[src/rtl/phold_pkg.sv]
// Shared constants for the PHOLD result writer: MC command codes, FSM encodings
// and the result record geometry.
package phold_pkg;

   localparam logic [2:0] MC_CMD_WR       = 3'd2;
   localparam logic [2:0] MC_RSP_WR_CMPLT = 3'd3;
   localparam logic [1:0] MC_SIZE_8B      = 2'd3;

   localparam logic [2:0] ST_IDLE  = 3'd0;
   localparam logic [2:0] ST_RUN   = 3'd1;
   localparam logic [2:0] ST_WRITE = 3'd2;
   localparam logic [2:0] ST_WAIT  = 3'd3;
   localparam logic [2:0] ST_DONE  = 3'd4;

   localparam int REC_WORDS = 4;

endpackage

[src/rtl/phold_result_writer_if.sv]
// MC request/response port bundle; the writer is the master side.
interface phold_result_writer_if #(
   parameter int MC_RTNCTL_WIDTH = 32
);
   logic                       mc_rq_vld;
   logic [2:0]                 mc_rq_cmd;
   logic [3:0]                 mc_rq_scmd;
   logic [47:0]                mc_rq_vadr;
   logic [1:0]                 mc_rq_size;
   logic [MC_RTNCTL_WIDTH-1:0] mc_rq_rtnctl;
   logic [63:0]                mc_rq_data;
   logic                       mc_rq_flush;
   logic                       mc_rq_stall;
   logic                       mc_rs_vld;
   logic [2:0]                 mc_rs_cmd;
   logic [3:0]                 mc_rs_scmd;
   logic [MC_RTNCTL_WIDTH-1:0] mc_rs_rtnctl;
   logic [63:0]                mc_rs_data;
   logic                       mc_rs_stall;

   modport master (
      output mc_rq_vld, mc_rq_cmd, mc_rq_scmd, mc_rq_vadr, mc_rq_size,
             mc_rq_rtnctl, mc_rq_data, mc_rq_flush, mc_rs_stall,
      input  mc_rq_stall, mc_rs_vld, mc_rs_cmd, mc_rs_scmd, mc_rs_rtnctl,
             mc_rs_data
   );

   modport slave (
      input  mc_rq_vld, mc_rq_cmd, mc_rq_scmd, mc_rq_vadr, mc_rq_size,
             mc_rq_rtnctl, mc_rq_data, mc_rq_flush, mc_rs_stall,
      output mc_rq_stall, mc_rs_vld, mc_rs_cmd, mc_rs_scmd, mc_rs_rtnctl,
             mc_rs_data
   );
endinterface

[src/rtl/sat_counter.sv]
// Up-counter that sticks at its maximum value; synchronous clear.
module sat_counter #(
   parameter int WID = 32
) (
   input  logic           clk,
   input  logic           rst_n,
   input  logic           inc,
   input  logic           clr,
   output logic [WID-1:0] value
);

   always_ff @(posedge clk or negedge rst_n) begin
      if (!rst_n) begin
         value <= '0;
      end else if (clr) begin
         value <= '0;
      end else if (inc && (value != {WID{1'b1}})) begin
         value <= value + 1'b1;
      end
   end

endmodule

[src/rtl/phold_result_writer.sv]
// Counts PHOLD run statistics, then writes a 4-word result record (gvt, cycles,
// sent, received) to host memory and pulses done once every write has completed.
module phold_result_writer
   import phold_pkg::*;
#(
   parameter int MC_RTNCTL_WIDTH = 32,
   parameter int TIME_WID        = 16,
   parameter int CNT_WID         = 32,
   parameter int CYC_WID         = 48
) (
   input  logic                  clk,
   input  logic                  rst_n,
   input  logic                  start,
   input  logic [47:0]           addr,
   input  logic [TIME_WID-1:0]   gvt,
   input  logic                  rtn_vld,
   input  logic                  evt_sent,
   input  logic                  evt_rcvd,
   output logic                  busy,
   output logic                  done,
   phold_result_writer_if.master mc
);

   logic [2:0]          state;
   logic [1:0]          idx;
   logic [2:0]          cmpl_cnt;
   logic [2:0]          cmpl_nxt;
   logic [TIME_WID-1:0] gvt_q;
   logic [47:0]         addr_q;
   logic [CYC_WID-1:0]  cyc_cnt;
   logic [CNT_WID-1:0]  sent_cnt;
   logic [CNT_WID-1:0]  rcvd_cnt;
   logic [63:0]         rec_word;
   logic                run_cnt;
   logic                accept;
   logic                rsp_ok;
   logic                cnt_clr;
   logic                unused_rs;

   // The cycle that sees rtn_vld is excluded from every statistic.
   assign run_cnt = (state == ST_RUN) && !rtn_vld;
   assign cnt_clr = (state == ST_DONE);
   assign accept  = (state == ST_WRITE) && !mc.mc_rq_stall;
   assign rsp_ok  = ((state == ST_WRITE) || (state == ST_WAIT)) && mc.mc_rs_vld &&
                    (mc.mc_rs_cmd == MC_RSP_WR_CMPLT) &&
                    (mc.mc_rs_rtnctl < MC_RTNCTL_WIDTH'(REC_WORDS));
   assign cmpl_nxt = cmpl_cnt + {2'b00, rsp_ok};

   sat_counter #(.WID(CYC_WID)) u_cyc_cnt (
      .clk(clk), .rst_n(rst_n), .inc(run_cnt), .clr(cnt_clr), .value(cyc_cnt)
   );
   sat_counter #(.WID(CNT_WID)) u_sent_cnt (
      .clk(clk), .rst_n(rst_n), .inc(run_cnt && evt_sent), .clr(cnt_clr), .value(sent_cnt)
   );
   sat_counter #(.WID(CNT_WID)) u_rcvd_cnt (
      .clk(clk), .rst_n(rst_n), .inc(run_cnt && evt_rcvd), .clr(cnt_clr), .value(rcvd_cnt)
   );

   always_ff @(posedge clk or negedge rst_n) begin
      if (!rst_n) begin
         state    <= ST_IDLE;
         idx      <= '0;
         cmpl_cnt <= '0;
         gvt_q    <= '0;
         addr_q   <= '0;
      end else begin
         cmpl_cnt <= cmpl_nxt;
         case (state)
            ST_IDLE: if (start) state <= ST_RUN;
            ST_RUN: begin
               if (rtn_vld) begin
                  gvt_q    <= gvt;
                  addr_q   <= addr;
                  idx      <= '0;
                  cmpl_cnt <= '0;
                  state    <= ST_WRITE;
               end
            end
            ST_WRITE: begin
               if (accept) begin
                  idx <= idx + 1'b1;
                  if (idx == 2'(REC_WORDS - 1)) state <= ST_WAIT;
               end
            end
            // Completions may already have arrived while words were still issuing.
            ST_WAIT: if (cmpl_nxt == 3'(REC_WORDS)) state <= ST_DONE;
            ST_DONE: begin
               cmpl_cnt <= '0;
               state    <= ST_IDLE;
            end
            default: state <= ST_IDLE;
         endcase
      end
   end

   always_comb begin
      rec_word = '0;
      case (idx)
         2'd0:    rec_word = 64'(gvt_q);
         2'd1:    rec_word = 64'(cyc_cnt);
         2'd2:    rec_word = 64'(sent_cnt);
         default: rec_word = 64'(rcvd_cnt);
      endcase
   end

   assign mc.mc_rq_vld    = (state == ST_WRITE);
   assign mc.mc_rq_cmd    = MC_CMD_WR;
   assign mc.mc_rq_scmd   = 4'd0;
   assign mc.mc_rq_size   = MC_SIZE_8B;
   assign mc.mc_rq_flush  = 1'b0;
   assign mc.mc_rq_vadr   = mc.mc_rq_vld ? (addr_q + 48'({idx, 3'b000})) : '0;
   assign mc.mc_rq_rtnctl = mc.mc_rq_vld ? MC_RTNCTL_WIDTH'(idx) : '0;
   assign mc.mc_rq_data   = mc.mc_rq_vld ? rec_word : '0;
   assign mc.mc_rs_stall  = 1'b0;

   assign busy = (state == ST_RUN) || (state == ST_WRITE) || (state == ST_WAIT);
   assign done = (state == ST_DONE);

   assign unused_rs = ^{mc.mc_rs_scmd, mc.mc_rs_data};

endmodule

[src/flat_wrapper.sv]
// flat-port wrapper written by rule: the top's interface ports become plain ports
module phold_result_writer_flat import phold_pkg::*;
#(
   parameter int MC_RTNCTL_WIDTH = 32,
   parameter int TIME_WID        = 16,
   parameter int CNT_WID         = 32,
   parameter int CYC_WID         = 48
)
  (clk, rst_n, start, addr, gvt, rtn_vld, evt_sent, evt_rcvd, busy, done, mc_mc_rq_vld, mc_mc_rq_cmd, mc_mc_rq_scmd, mc_mc_rq_vadr, mc_mc_rq_size, mc_mc_rq_rtnctl, mc_mc_rq_data, mc_mc_rq_flush, mc_mc_rs_stall, mc_mc_rq_stall, mc_mc_rs_vld, mc_mc_rs_cmd, mc_mc_rs_scmd, mc_mc_rs_rtnctl, mc_mc_rs_data);
  phold_result_writer_if #(.MC_RTNCTL_WIDTH(MC_RTNCTL_WIDTH)) mc_i ();
  input  logic clk;
  input  logic rst_n;
  input  logic start;
  input  logic [47:0] addr;
  input  logic [TIME_WID-1:0] gvt;
  input  logic rtn_vld;
  input  logic evt_sent;
  input  logic evt_rcvd;
  output logic busy;
  output logic done;
  output wire logic [$bits(mc_i.mc_rq_vld)-1:0] mc_mc_rq_vld;
  output wire logic [$bits(mc_i.mc_rq_cmd)-1:0] mc_mc_rq_cmd;
  output wire logic [$bits(mc_i.mc_rq_scmd)-1:0] mc_mc_rq_scmd;
  output wire logic [$bits(mc_i.mc_rq_vadr)-1:0] mc_mc_rq_vadr;
  output wire logic [$bits(mc_i.mc_rq_size)-1:0] mc_mc_rq_size;
  output wire logic [$bits(mc_i.mc_rq_rtnctl)-1:0] mc_mc_rq_rtnctl;
  output wire logic [$bits(mc_i.mc_rq_data)-1:0] mc_mc_rq_data;
  output wire logic [$bits(mc_i.mc_rq_flush)-1:0] mc_mc_rq_flush;
  output wire logic [$bits(mc_i.mc_rs_stall)-1:0] mc_mc_rs_stall;
  input wire logic [$bits(mc_i.mc_rq_stall)-1:0] mc_mc_rq_stall;
  input wire logic [$bits(mc_i.mc_rs_vld)-1:0] mc_mc_rs_vld;
  input wire logic [$bits(mc_i.mc_rs_cmd)-1:0] mc_mc_rs_cmd;
  input wire logic [$bits(mc_i.mc_rs_scmd)-1:0] mc_mc_rs_scmd;
  input wire logic [$bits(mc_i.mc_rs_rtnctl)-1:0] mc_mc_rs_rtnctl;
  input wire logic [$bits(mc_i.mc_rs_data)-1:0] mc_mc_rs_data;
  assign mc_mc_rq_vld = mc_i.mc_rq_vld;
  assign mc_mc_rq_cmd = mc_i.mc_rq_cmd;
  assign mc_mc_rq_scmd = mc_i.mc_rq_scmd;
  assign mc_mc_rq_vadr = mc_i.mc_rq_vadr;
  assign mc_mc_rq_size = mc_i.mc_rq_size;
  assign mc_mc_rq_rtnctl = mc_i.mc_rq_rtnctl;
  assign mc_mc_rq_data = mc_i.mc_rq_data;
  assign mc_mc_rq_flush = mc_i.mc_rq_flush;
  assign mc_mc_rs_stall = mc_i.mc_rs_stall;
  assign mc_i.mc_rq_stall = mc_mc_rq_stall;
  assign mc_i.mc_rs_vld = mc_mc_rs_vld;
  assign mc_i.mc_rs_cmd = mc_mc_rs_cmd;
  assign mc_i.mc_rs_scmd = mc_mc_rs_scmd;
  assign mc_i.mc_rs_rtnctl = mc_mc_rs_rtnctl;
  assign mc_i.mc_rs_data = mc_mc_rs_data;
  phold_result_writer #(.MC_RTNCTL_WIDTH(MC_RTNCTL_WIDTH), .TIME_WID(TIME_WID), .CNT_WID(CNT_WID), .CYC_WID(CYC_WID)) u_core (.clk(clk), .rst_n(rst_n), .start(start), .addr(addr), .gvt(gvt), .rtn_vld(rtn_vld), .evt_sent(evt_sent), .evt_rcvd(evt_rcvd), .busy(busy), .done(done), .mc(mc_i));
endmodule
[config.mk]
export PLATFORM = sky130hd
export DESIGN_NAME = phold_result_writer_flat
export DESIGN_NICKNAME = d
export VERILOG_FILES = /design/src/rtl/phold_pkg.sv /design/src/rtl/phold_result_writer_if.sv /design/src/rtl/sat_counter.sv /design/src/rtl/phold_result_writer.sv /design/src/flat_wrapper.sv
export SDC_FILE = /design/constraint.sdc
export NUM_CORES = 1
export LEC_CHECK = 0
export ABC_AREA = 1
export ABC_CLOCK_PERIOD_IN_PS = 1800
export CORE_ASPECT_RATIO = 0.75
export CORE_UTILIZATION = 25
export CTS_CLUSTER_SIZE = 30
export DETAILED_ROUTE_END_ITERATION = 8
export RECOVER_POWER = 50
export SYNTH_ARGS = -nofsm -noshare
export SYNTH_HDL_FRONTEND = slang
export SYNTH_HIERARCHICAL = 1
export SYNTH_SLANG_ARGS = --single-unit
[constraint.sdc]
create_clock -name clk -period 1.8 [get_ports clk]
set_input_delay 0.36 -clock clk [delete_from_list [all_inputs] [get_ports clk]]
set_output_delay 0.36 -clock clk [all_outputs]
set_load 0.005 [all_outputs]
; ---- Word level (Yosys, flattened, before mapping)
; Cells that the tools add are included.
[word_totals]
ff_bits = 184
input_bits = 175
output_inout_bits = 158
[op_classes]
n_addsub = 6
magnitude_cmp = 1
eq_ne = 17
n_mux = 21
reduce_logical = 24
[op_table]
columns = cell, count
row1 = $mux W48, 4
row2 = $pmux W48 S3, 1
row3 = $mux W32, 4
row4 = $add A32 B1 Y32 const B, 2
row5 = $ne A32 B32 Y1 const B, 2
row6 = $add A48 B1 Y48 const B, 1
row7 = $add A48 B5 Y48, 1
row8 = $ne A48 B48 Y1 const B, 1
row9 = $lt A32 B3 Y1 const B, 1
row10 = $mux W3, 6
row11 = $pmux W3 S4, 1
row12 = $logic_and A1 B1 Y1, 10
row13 = $eq A3 B2 Y1 const B, 3
row14 = $ne A2 B2 Y1 const B, 4
row15 = $reduce_bool A2 Y1, 4
row16 = $eq A3 B3 Y1 const B, 2
row17 = $mux W2, 3
row18 = $pmux W3 S2, 1
row19 = $reduce_and A5 Y1, 1
row20 = $eq A2 B2 Y1 const B, 2
row21 = $pmux W2 S2, 1
row22 = $add A3 B1 Y3, 1
row23 = $eq A3 B1 Y1 const B, 1
row24 = $logic_not A3 Y1, 1
row25 = 8 further kinds, 11

; ---- Depth between registers and ports, before layout
[depth]
word_depth = 9
ltp_mapped = 15
mapped_depth_nobuf = 15

; ---- By module
; The synthesis kept the hierarchy.
[by_module_without_submodules]
columns = mod, instances, cells_per_inst, area_each_um2, seq_area_each_um2
row1 = phold_result_writer, 1, 931, 6143.4, 1801.7
row2 = sat_counter (u_core.u_rcvd_cnt ...), 2, 345, 2243.4, 800.8
row3 = sat_counter (u_core.u_cyc_cnt), 1, 557, 3450.8, 1201.2

; ---- Least setup slack after synthesis
; OpenSTA, ideal clock, no wires.
[synth_path]
path_type = flip-flop to flip-flop
start = register u_core.state[2]
end = register u_core.state[0]
arrival_time_ns = 1.877
required_time_ns = 1.674
setup_slack_ns = -0.203
path_stages_with_launch = 16
period_less_slack_ns = 2.003
path_cell_list = dfrtp_1 -> inv_1 -> nand2_2 -> inv_1 -> nand3_1 -> nor2_1 -> nand4_1 -> nor2_1 -> ha_1 -> ha_1 -> inv_1 -> nand2_1 -> o21ai_0 -> nand3_1 -> nand2_1 -> o21ai_0
[synth_between]
elab_chain_cells = 9
[synth_rtl]
columns = element, line
row1 = "start, declared", phold_result_writer.sv:24  ; logic [2:0] state;
row2 = "start signal, assigned", phold_result_writer.sv:61  ; state <= ST_IDLE;
row3 = "start signal, assigned", phold_result_writer.sv:69  ; ST_IDLE: if (start) state <= ST_RUN;
row4 = "start signal, assigned", phold_result_writer.sv:76  ; state <= ST_WRITE;
row5 = "$eq A3 B2 Y1, on equally long branches", "phold_result_writer.sv:43, phold_result_writer.sv:44, phold_result_writer.sv:68"
row6 = $logic_or A1 B1 Y1, phold_result_writer.sv:44  ; assign rsp_ok = ((state == ST_WRITE) || (state == ST_WAIT)) && mc.mc_rs_vld &&
row7 = $logic_and A1 B1 Y1 (2 in series), phold_result_writer.sv:44
row8 = $logic_and A1 B1 Y1, phold_result_writer.sv:45  ; (mc.mc_rs_cmd == MC_RSP_WR_CMPLT) &&
row9 = $add A3 B1 Y3, phold_result_writer.sv:47  ; assign cmpl_nxt = cmpl_cnt + {2'b00, rsp_ok};
row10 = $eq A3 B3 Y1, phold_result_writer.sv:86  ; ST_WAIT: if (cmpl_nxt == 3'(REC_WORDS)) state <= ST_DONE;
row11 = $ne A2 B1 Y1 (no line), --
row12 = $reduce_and A5 Y1 (no line), --
; Several ways; a longest one is shown, not always the timed one.
; A chain may end at the register's enable or synchronous reset.

; ---- Worst setup path after layout
[layout_path]
start = register u_core.addr_q[3]
end = output mc_mc_rq_vadr[35]
[layout_between]
elab_chain_cells = 2
[layout_rtl]
columns = element, line
row1 = "start, declared", phold_result_writer.sv:29  ; logic [47:0] addr_q;
row2 = "start signal, assigned", phold_result_writer.sv:73  ; addr_q <= addr;
row3 = $add A48 B5 Y48, phold_result_writer.sv:111  ; assign mc.mc_rq_vadr = mc.mc_rq_vld ? (addr_q + 48'({idx, 3'b000})) : '0;
row4 = $mux W48, phold_result_writer.sv:111
row5 = "end, declared", flat_wrapper.sv:24  ; output wire logic [$bits(mc_i.mc_rq_vadr)-1:0] mc_mc_rq_vadr;
; No other way between the ends.

==> results.json <==
{
  "slew_viol_final": 0,
  "critPathMaxStageDelay_ns": 0.40,
  "crit_family": "simple AND/OR/NAND/NOR gates",
  "synth.distinct_cells": 37,
  "drtIter0Drc": 1458,
  "worstHoldStart": "addr[29]",
  "path_buf_inv": 2,
  "avgSynthCellArea_sq_um": 6.47,
  "p_sw_mw": 11.0,
  "pwr-share-seq": 0.228,
  "crit_top_cell": "nand2_1",
  "crit_path_max_fanout": 4,
  "io_buffer_count": 205,
  "run_status": "complete, but fails checks",
  "first_pass_iters": 6,
  "vias": 16600,
  "pwr_density_cell_nw_per_um2": 1120,
  "pwr-share-clk": 0.161,
  "final_layout_size_suffix_gt1_frac": 0.341,
  "r2r_start": "u_core/state[1]",
  "max_cap_viol_count": 0,
  "cts_sinks": 184,
  "cp.required_ns": 1.44,
  "synth_edf_count": 0,
  "setup_violations": 285,
  "synth_top_cell_by_area": "dfrtp_1",
  "gp_congestion": 0.980,
  "violations": "negative setup slack",
  "cts_tree": "done",
  "maxSlewHeadroom": 0.0970,
  "clk_latency_ns": 0.50,
  "synth.area.top_cells": "dfrtp_1, nand2_1, nor2_1, nand3_1, inv_1",
  "io_pins": 333,
  "hold_violations": 0,
  "worstMarginPinSlew_ns": 1.35,
  "grt_usage": 0.198,
  "fp.dieW_um": 276,
  "synth.most_common_cell": "nand2_1",
  "syn2layout_area_growth_pct": 61.9,
  "p_comb_frac": 0.610,
  "rsz0062_at_grt": "true",
  "hpwl_um": 42500,
  "num_rows": 74,
  "cp-end-kind": "output pin",
  "yosys_warnings": 6,
  "core-area_sq_um": 55000,
  "p_sw_frac": 0.429,
  "synthArstFlopShare": 1.00,
  "drt-total-wl_um": 59600,
  "report.power.total_mw": 25.6,
  "clock_skew_ns": 0.0204,
  "grt_pass1_wl_um": 87800,
  "via_per_inst": 4.73,
  "ir_worst_vdd_v": 0.000507,
  "p_leak_nw": 10.9,
  "intPower_mw": 14.6,
  "worst_path_max_delay_cell": "dfrtp_1",
  "htreeDepth": 4,
  "synth_top_area_frac": 0.327,
  "cts_buffers": 17,
  "grt_antenna_before_repair": 1,
  "grt_pass1_vias": 15000,
  "wl_per_cell_um": 17.0,
  "die_h_um": 208,
  "fin_ws_ns": -0.901,
  "die_area_sq_um": 57300,
  "ys.flop_type": "dfrtp_1",
  "path_cells": "ha_4 > fa_2 > nand2_4 > nor2_4 > buf_4 > nand2_4 > nor2_4 > nand2_1 > nand2_1 > nand2_1 > nor2_1 > dlygate4sd2_1",
  "synthTopCellsByCount": "nand2_1, nor2_1, dfrtp_1, inv_1, nand3_1",
  "period_needed_ns": 2.70,
  "cp-startpoint": "u_core/addr_q[3]",
  "clk_pin_slew_ns": 0.08,
  "cts-root-buf": "clkbuf_16",
  "seq_area_frac_synth": 0.327,
  "overflow": 0,
  "synth_area_sq_um": 14100,
  "cp.arrival_ns": 2.34,
  "ys_ff_latch": 184,
  "synthCells": 2178,
  "rrSetupSlack_ns": -0.52,
  "period_share": 1.50,
  "tns_ns": -133.09,
  "critPathKind": "reg2out",
  "maxClockFrequency_ghz": 0.370,
  "drc_errors": 0,
  "nets": 2950,
  "initial_utilization": 0.256,
  "grt_start_max_net_pins": 42,
  "clk_path_buf_depth": 2,
  "cp-start-kind": "register",
  "postRouteAntennaNets": 0,
  "hold_path.class": "in2reg"
}
## placed cells by master, fill, tap and decap left out, types with 6 or more instances in the layout
cell and count:
a21oi_1 64, a21oi_2 25, a21oi_4 27, a31oi_4 8, buf_12 46, buf_16 6, buf_2 86, buf_4 269
buf_6 86, buf_8 17, clkbuf_16 26, clkbuf_2 6, clkdlybuf4s50_1 103, clkinv_8 6, conb_1 57, dfrtp_1 180
ha_4 7, inv_1 163, inv_2 12, inv_6 6, mux2_4 30, nand2_1 605, nand2_2 82, nand2_4 40
nand2_8 6, nand3_1 129, nand3_2 17, nand4_1 41, nor2_1 361, nor2_2 31, nor2_4 33, o21ai_0 28
o21ai_1 37, o21ai_2 28, xnor2_1 11, xor2_1 22
## worst reg2reg max path, stage by stage, from the launching register on
cell and delay [ns]:
dfrtp_1 0.43, buf_6 0.14, buf_6 0.10, buf_6 0.10
buf_6 0.11, buf_6 0.11, inv_4 0.05, nand2_4 0.05
nor2_4 0.12, nand2_4 0.08, buf_12 0.15, nor2_4 0.16
buf_6 0.13, nand2_8 0.06, nand2_8 0.10, inv_8 0.06
buf_12 0.15, nand2_2 0.06, nand2_1 0.06
## flip-flops by register name, summed over array words and instances, names as in the netlist
name	count
u_core/gvt_q	16
u_core/addr_q	48
u_core/u_rcvd_cnt/value	32
u_core/state	3
u_core/u_cyc_cnt/value	48
u_core/cmpl_cnt	3
u_core/idx	2
u_core/u_sent_cnt/value	32
## power groups by stage
| stage | Combinational (mW) | Sequential [mW] | Clock (mW) |
|---|---|---|---|
| 2_1_floorplan | 5.17 | 5.64 | 0 |
| 3_3_place_gp | 10.8 | 5.85 | 0 |
| 3_5_place_dp | 10.8 | 5.86 | 0 |
| 4_1_cts | 13.5 | 5.80 | 4.24 |
| 5_1_grt | 16.5 | 5.94 | 4.36 |
| 6_report | 15.6 | 5.84 | 4.13 |
## logic make-up (layout without fill, tap and decap cells)
logic type | Yosys count | after routing | share of synthesized area
adder cells (fa/ha/maj) | 12 | 12 | 0.0112
AND/OR/NAND/NOR | 1371 | 1371 | 0.412
multiplexers | 31 | 31 | 0.0328
flip-flops | 184 | 184 | 0.327
AO/OA/AOI/OAI | 233 | 233 | 0.0849
XOR/XNOR | 36 | 36 | 0.0224
other | 2 | 59 | 0.000533
buffers and inverters | 309 | 852 | 0.109
## worst paths after layout
path	to	cells after the start
max in group asynchronous	u_core/idx[1]	3
max	mc_mc_rq_vadr[35]	12
min in group asynchronous	u_core/addr_q[29]	2
min reg2reg	u_core/gvt_q[6]	1
min	u_core/addr_q[29]	3
max reg2reg	u_core/u_rcvd_cnt/value[10]	18
## per-layer routing
metal | track usage | routed length [um] | part of all wire | vias to the layer above
met2 | 0.283 | 25100 | 0.42 | 643
met1 | 0.298 | 28600 | 0.48 | 7859
met4 | 0.0536 | 925 | 0.016 | 0
li1 | - | - | - | 8002
met5 | 0 | 0 | 0 | -
met3 | 0.0410 | 4980 | 0.084 | 57
## final cells by class
cell class / count / area (sq um)
inverters: 185 / 743
flip-flops and latches: 184 / 4610
fillers: 5593 / 32200
clock buffers: 18 / 439
well taps: 722 / 903
clock inverters: 14 / 183
multi-input cells: 1740 / 9780
diodes: 2 / 5.00
repair buffers: 635 / 6130
## stage by stage
step,hold slack [ns],utilization,setup WS [ns],area [sq um],instances
floorplan,0.0644,-,-0.147,14300,2233
global placement,0.333,0.348,-0.743,19100,3334
detailed placement,0.336,0.348,-0.766,19100,3334
CTS,0.354,0.387,-1.03,21300,3449
global route,0.440,0.414,-1.02,22800,3499
finish,0.444,0.414,-0.901,22800,3500
## what timing repair did
action	CTS	global route
hold buffers	1	0
pin swaps	87	105
gates resized for setup	702	284
cloned	6	14
endpoints found under the hold margin	34	0
setup endpoints to repair	216	221
setup buffers	79	45
Power figures use the tool's default switching activity.
